$ cat config.mk
export PLATFORM = sky130hd
export DESIGN_NAME = mult
export DESIGN_NICKNAME = d
export VERILOG_FILES = /design/src/rtl/mult.sv
export SDC_FILE = /design/constraint.sdc
export NUM_CORES = 1
export LEC_CHECK = 0
export ABC_AREA = 1
export ABC_CLOCK_PERIOD_IN_PS = 7800
export CORE_UTILIZATION = 55
export CTS_CLUSTER_DIAMETER = 40
export DETAILED_ROUTE_END_ITERATION = 6
export PLACE_DENSITY = 0.8
export SYNTH_ARGS = -nofsm -noshare
export SYNTH_HDL_FRONTEND = slang
export SYNTH_SLANG_ARGS = --single-unit
$ cat constraint.sdc
create_clock -name clk -period 7.8 [get_ports clk]
set_input_delay 1.56 -clock clk [delete_from_list [all_inputs] [get_ports clk]]
set_output_delay 1.56 -clock clk [all_outputs]
set_load 0.01 [all_outputs]
$ cat src/rtl/mult.sv
// Multi-cycle radix-2 Booth multiplier for MULT (signed) and MULTU (unsigned).
// Produces a 2*WIDTH-bit product into hi/lo after WIDTH+1 falling edges.
// All registers update on the falling edge of clk; rst is synchronous, active-high.
//
// Ports:
//   clk          clock (falling-edge active)
//   rst          synchronous active-high reset
//   mult_start   request a multiply; honoured only in IDLE
//   signed_op    1 = MULT, 0 = MULTU; sampled with mult_start
//   multiplicand operand A; sampled with mult_start
//   multiplier   operand B; sampled with mult_start
//   busy         high while an operation is in flight (RUN/FIX)
//   mult_end     completion flag, held until the next accepted start or reset
//   hi, lo       upper and lower halves of the product
module mult #(
   parameter int unsigned WIDTH = 32
) (
   input  logic             clk,
   input  logic             rst,
   input  logic             mult_start,
   input  logic             signed_op,
   input  logic [WIDTH-1:0] multiplicand,
   input  logic [WIDTH-1:0] multiplier,
   output logic             busy,
   output logic             mult_end,
   output logic [WIDTH-1:0] hi,
   output logic [WIDTH-1:0] lo
);

   localparam int unsigned CW = $clog2(WIDTH + 1);

   typedef enum logic [1:0] {IDLE, RUN, FIX} state_t;

   state_t           state, state_nx;
   logic [WIDTH:0]   m_q, m_nx;
   logic [WIDTH:0]   acc_q, acc_nx, acc_sum;
   logic [WIDTH-1:0] q_q, q_nx;
   logic             qm1_q, qm1_nx;
   logic             qmsb_q, qmsb_nx;
   logic             sgn_q, sgn_nx;
   logic [CW-1:0]    cnt_q, cnt_nx;
   logic             busy_nx, end_nx;
   logic [WIDTH-1:0] hi_nx, lo_nx;

   // Next-state, Booth datapath and output logic
   always_comb begin
      state_nx = state;
      m_nx     = m_q;
      acc_nx   = acc_q;
      acc_sum  = acc_q;
      q_nx     = q_q;
      qm1_nx   = qm1_q;
      qmsb_nx  = qmsb_q;
      sgn_nx   = sgn_q;
      cnt_nx   = cnt_q;
      busy_nx  = busy;
      end_nx   = mult_end;
      hi_nx    = hi;
      lo_nx    = lo;

      unique case (state)
         IDLE: begin
            if (mult_start) begin
               m_nx     = signed_op ? {multiplicand[WIDTH-1], multiplicand}
                                    : {1'b0, multiplicand};
               acc_nx   = '0;
               q_nx     = multiplier;
               qm1_nx   = 1'b0;
               qmsb_nx  = multiplier[WIDTH-1];
               sgn_nx   = signed_op;
               cnt_nx   = CW'(WIDTH);
               busy_nx  = 1'b1;
               end_nx   = 1'b0;
               state_nx = RUN;
            end
         end
         RUN: begin
            unique case ({q_q[0], qm1_q})
               2'b01:   acc_sum = acc_q + m_q;
               2'b10:   acc_sum = acc_q - m_q;
               default: acc_sum = acc_q;
            endcase
            // Arithmetic right shift of {Acc, Q, q_m1}
            acc_nx = {acc_sum[WIDTH], acc_sum[WIDTH:1]};
            q_nx   = {acc_sum[0], q_q[WIDTH-1:1]};
            qm1_nx = q_q[0];
            cnt_nx = cnt_q - CW'(1);
            if (cnt_q == CW'(1)) state_nx = FIX;
         end
         FIX: begin
            // Booth treated B as signed; MULTU with B[msb]=1 is short by M*2^WIDTH
            hi_nx    = (!sgn_q && qmsb_q) ? acc_q[WIDTH-1:0] + m_q[WIDTH-1:0]
                                          : acc_q[WIDTH-1:0];
            lo_nx    = q_q;
            end_nx   = 1'b1;
            busy_nx  = 1'b0;
            state_nx = IDLE;
         end
         default: state_nx = IDLE;
      endcase
   end

   // State and output registers, falling-edge with synchronous reset
   always_ff @(negedge clk) begin
      if (rst) begin
         state    <= IDLE;
         m_q      <= '0;
         acc_q    <= '0;
         q_q      <= '0;
         qm1_q    <= 1'b0;
         qmsb_q   <= 1'b0;
         sgn_q    <= 1'b0;
         cnt_q    <= '0;
         busy     <= 1'b0;
         mult_end <= 1'b0;
         hi       <= '0;
         lo       <= '0;
      end else begin
         state    <= state_nx;
         m_q      <= m_nx;
         acc_q    <= acc_nx;
         q_q      <= q_nx;
         qm1_q    <= qm1_nx;
         qmsb_q   <= qmsb_nx;
         sgn_q    <= sgn_nx;
         cnt_q    <= cnt_nx;
         busy     <= busy_nx;
         mult_end <= end_nx;
         hi       <= hi_nx;
         lo       <= lo_nx;
      end
   end

endmodule

* Word level (Yosys, flattened, before mapping)
Cells that the tools add are included.
** Word-level totals
- Word-level logic and storage cells :: 49
- Flip-flop bits (word level) :: 175
- Input bits :: 68
- Output and inout port bits :: 66
** Operators by class
- Muxes and demuxes :: 17
- Reduce and logical (&&, ||, !) cells :: 9
- Add/sub/neg operators :: 4
- Equal/unequal tests :: 7
** Operators by type and width (number)
- case mux 33 bit (2 select lines) :: 2
- 2-to-1 mux 33 bit :: 2
- 2-to-1 mux 32 bit :: 2
- case mux 32 bit (2 select lines) :: 1
- adder 33 bit :: 1
- subtractor 33 bit :: 1
- adder 32 bit :: 1
- case mux 6 bit (2 select lines) :: 1
- AND reduction 2 bit :: 4
- equality test 6 x 1 -> 1 bit, second input constant :: 1
- 2-to-1 mux 6 bit :: 1
- case mux 1 bit (2 select lines) :: 3
- subtractor 6 x 1 -> 6 bit, second input constant :: 1
- equality test 2 x 1 -> 1 bit, second input constant :: 2
- equality test 2 bit, second input constant :: 2
- 2-to-1 mux 2 bit :: 2
- inequality test 2 bit, second input constant :: 2
- case mux 2 bit (2 select lines) :: 1
- nonzero test 2 bit :: 2
- logical NOT 2 bit :: 1
- 2-to-1 mux 1 bit :: 2
- logical AND 1 bit :: 1
- logical NOT 1 bit :: 1

* Logic depth before layout (Yosys ltp)
Gate-level depths: netlist (run 1).
- Depth after elaboration :: 3
- Mapped depth :: 26
- Gate-level depth less buffers :: 26

==> run_results.csv, run 1 <==
group,metric,value,unit
outcome,outcome,"finished, violations left",
outcome,violations,"DRC",
logic_synthesis,synth.distinct_cells,46,
placement,dpl_worst_slack,0.343,ns
cts,numCtsBuffers,17,
die,dieArea,22000,sq um
route,drt_iter0_markers,1060,
setup_path,crit_type,"primary input to flip-flop",
logic_synthesis,synthXorXnorAreaFrac,3.35,%
timing,drv_slew,0,
logic_synthesis,synthAdderAreaFrac,7.46,%
final_layout,drive_above_1_share,4.38,%
cts,clk_pin_slew_worst_paths,0.04,ns
die,start_util,56.0,%
setup_path,slowest_delay,0.53,ns
logic_synthesis,syn_nets,1994,
route,drc,6,
cts,cts_resized,0,
hold_path,hold_class,"flip-flop to flip-flop",
cts,worstSkewPairLatency,0.49,ns
timing,finalHoldViolations,0,
logic_synthesis,synth_compound_area_share,18.1,%
setup_path,arrival,3.57,ns
route,ant_nets,0,
setup_path,worstPathMaxFanout,44,
placement,dp.cells,2214,
logic_synthesis,synth_top_area_share,29.6,%
cts,cts-root-buf,"clkbuf_16",
grt,overflow,0,
logic_synthesis,seq_area_frac_synth,29.6,%
route,num_vias,13400,
logic_synthesis,ys_seq_elements,174,
cts,cts_tree,"built",
logic_synthesis,async_reset_ff_share,0,%
logic_synthesis,synthMuxAreaShare,0,%
logic_synthesis,syn_inst,1857,
final_layout,synthToLayoutAreaGrowth,23.3,%
timing,layout_setup_ws,0.729,ns
die,die_x,148,microns
grt,grt_max_degree,69,
final_layout,final_common_cell,"nand2_1",
timing,clock_skew,0.0353,ns
logic_synthesis,avgSynthCellArea,6.34,sq um
timing,tightest_slew,1.10,ns
power_and_ir_drop,power.total,2.82,mW
grt,grt_first_pass_wirelength,63700,microns
grt,grt_pass1_vias,13000,
logic_synthesis,synthFlopType,"dfxtp_1",
route,drt_first_pass_iters,7,
setup_path,required,4.30,ns
logic_synthesis,synth-simple-area-share,30.6,%
logic_synthesis,yosysWarnings,0,
final_layout,final_cell_area,14500,sq um
logic_synthesis,yosys.area.top_type,"dfxtp_1",
logic_synthesis,syn_area,11800,sq um
route,wl_per_cell,16.8,microns
cts,cts_setup_buffers,0,
final_layout,fin_util,69.1,%
setup_path,end_kind,"flip-flop",
die,fp.dieH,148,microns
timing,rsz0062_at_grt,"false",
die,num_rows,53,
timing,slew_headroom,26.2,%
cts,clock_sinks,174,
flow_run,drv_cap,0,
placement,place_area,13300,sq um
setup_path,path_cells,"clkdlybuf4s50_1 > nand2_1 > nor2_4 > nor2_8 > inv_2 > o21ai_0 > inv_1 > a21oi_1",
cts,clock_path_buffers,2,
logic_synthesis,synth_area_leaders,"dfxtp_1, nand2_1, inv_1",
final_layout,n_antenna_cell,0,
timing,setup_tns,0,ns
power_and_ir_drop,peakVddDrop,0.153,mV
power_and_ir_drop,p_leak,7.24,nW
cts,cts_max_level,4,
final_layout,final_net_count,2268,
route,via_per_inst,5.56,
timing,whs,0.446,ns
cts,hold_buffers,0,
timing,setup_viol,0,
grt,antenna_found_initial,0,
setup_path,cpMaxStageDelayCell,"nor2_8",
die,fp.coreArea,21000,sq um
placement,port_buffers,133,
placement,routabilityCongestion,1.02,
setup_path,cp-start-kind,"primary input",
placement,hpwl,30200,microns
die,io_pins,134,
final_layout,final_cells,2419,
logic_synthesis,synth_top_family_by_area,"simple AND/OR/NAND/NOR gates",
route,routed_wl,40700,microns
logic_synthesis,synth_edf_count,0,
power_and_ir_drop,power_density,194,nW/um^2
grt,grt_use_total,36.9,%
final_layout,final_cell_mix,"nand2_1, inv_1, nor2_1, dfxtp_1, a21oi_1",
-- report_power, final --
group	internal (mW)	total (mW)	switching, mW
Combinational	0.198	0.565	0.367
Clock	0.557	1.27	0.718
Sequential	0.935	0.980	0.0448
-- cell type report --
| class | instances | area (sq um) |
|---|---|---|
| fill | 1888 | 6500 |
| inverter | 273 | 1020 |
| clock buffer | 17 | 425 |
| timing repair buffer | 141 | 1400 |
| multi-input combinational | 1350 | 7010 |
| clock inverter | 189 | 838 |
| tap | 275 | 344 |
| sequential | 174 | 3480 |
-- per-layer routing --
metal	part of all wire [%]	track usage [%]	vias up
li1	-	-	6556
met2	47	62.0	647
met3	7.6	9.11	123
met5	0	0	-
met4	4.6	21.7	0
met1	41	42.6	6112
-- cells by family (layout without fill, tap and decap cells) --
logic type,count (synthesis),count (layout)
simple gates,863,863
compound gates,373,373
buf+inv,333,620
flops,174,174
fa+ha+maj,69,69
xor+xnor,45,45
-- state kept, by name, summed over array words and instances, names as in the netlist --
register,count
sgn_q,1
lo,32
state,2
qm1_q,1
acc_q,32
qmsb_q,1
m_q,33
q_q,32
mult_end,1
cnt_q,6
hi,32
busy,1
-- synthesized netlist by cell type (12+ instances only) --
library cell	number
a221oi_1	19
nor2_1	182
nand2_1	513
a31oi_1	26
dfxtp_1	174
nand3_1	88
clkbuf_1	35
ha_1	67
nor3_1	18
inv_1	264
buf_2	20
o21ai_0	118
xor2_1	42
a21oi_1	147
o22ai_1	18
a22o_1	12
-- path summary, 6_finish.rpt --
check / from / to / slack (ns) / cells past startpoint
min: hi[12] / hi[12] / 0.45 / 2
max: mult_start / acc_q[10] / 0.73 / 8
max reg2reg: q_q[0] / acc_q[26] / 3.59 / 15
min reg2reg: hi[12] / hi[12] / 0.45 / 2
-- critical path: cells and delay by family --
family	cells	cell delay, ns
and+or+nand+nor	3	0.73
buffers and inverters	3	0.86
AOI/OAI and AO/OA	2	0.39
No activity file was read; power rests on OpenSTA's default activity.
==> run 2: changes to the inputs <==
- ABC_CLOCK_PERIOD_IN_PS: 7800 -> default
==> results of run 2 <==
Final layout, timing and power as in run 1 (identical DEF).
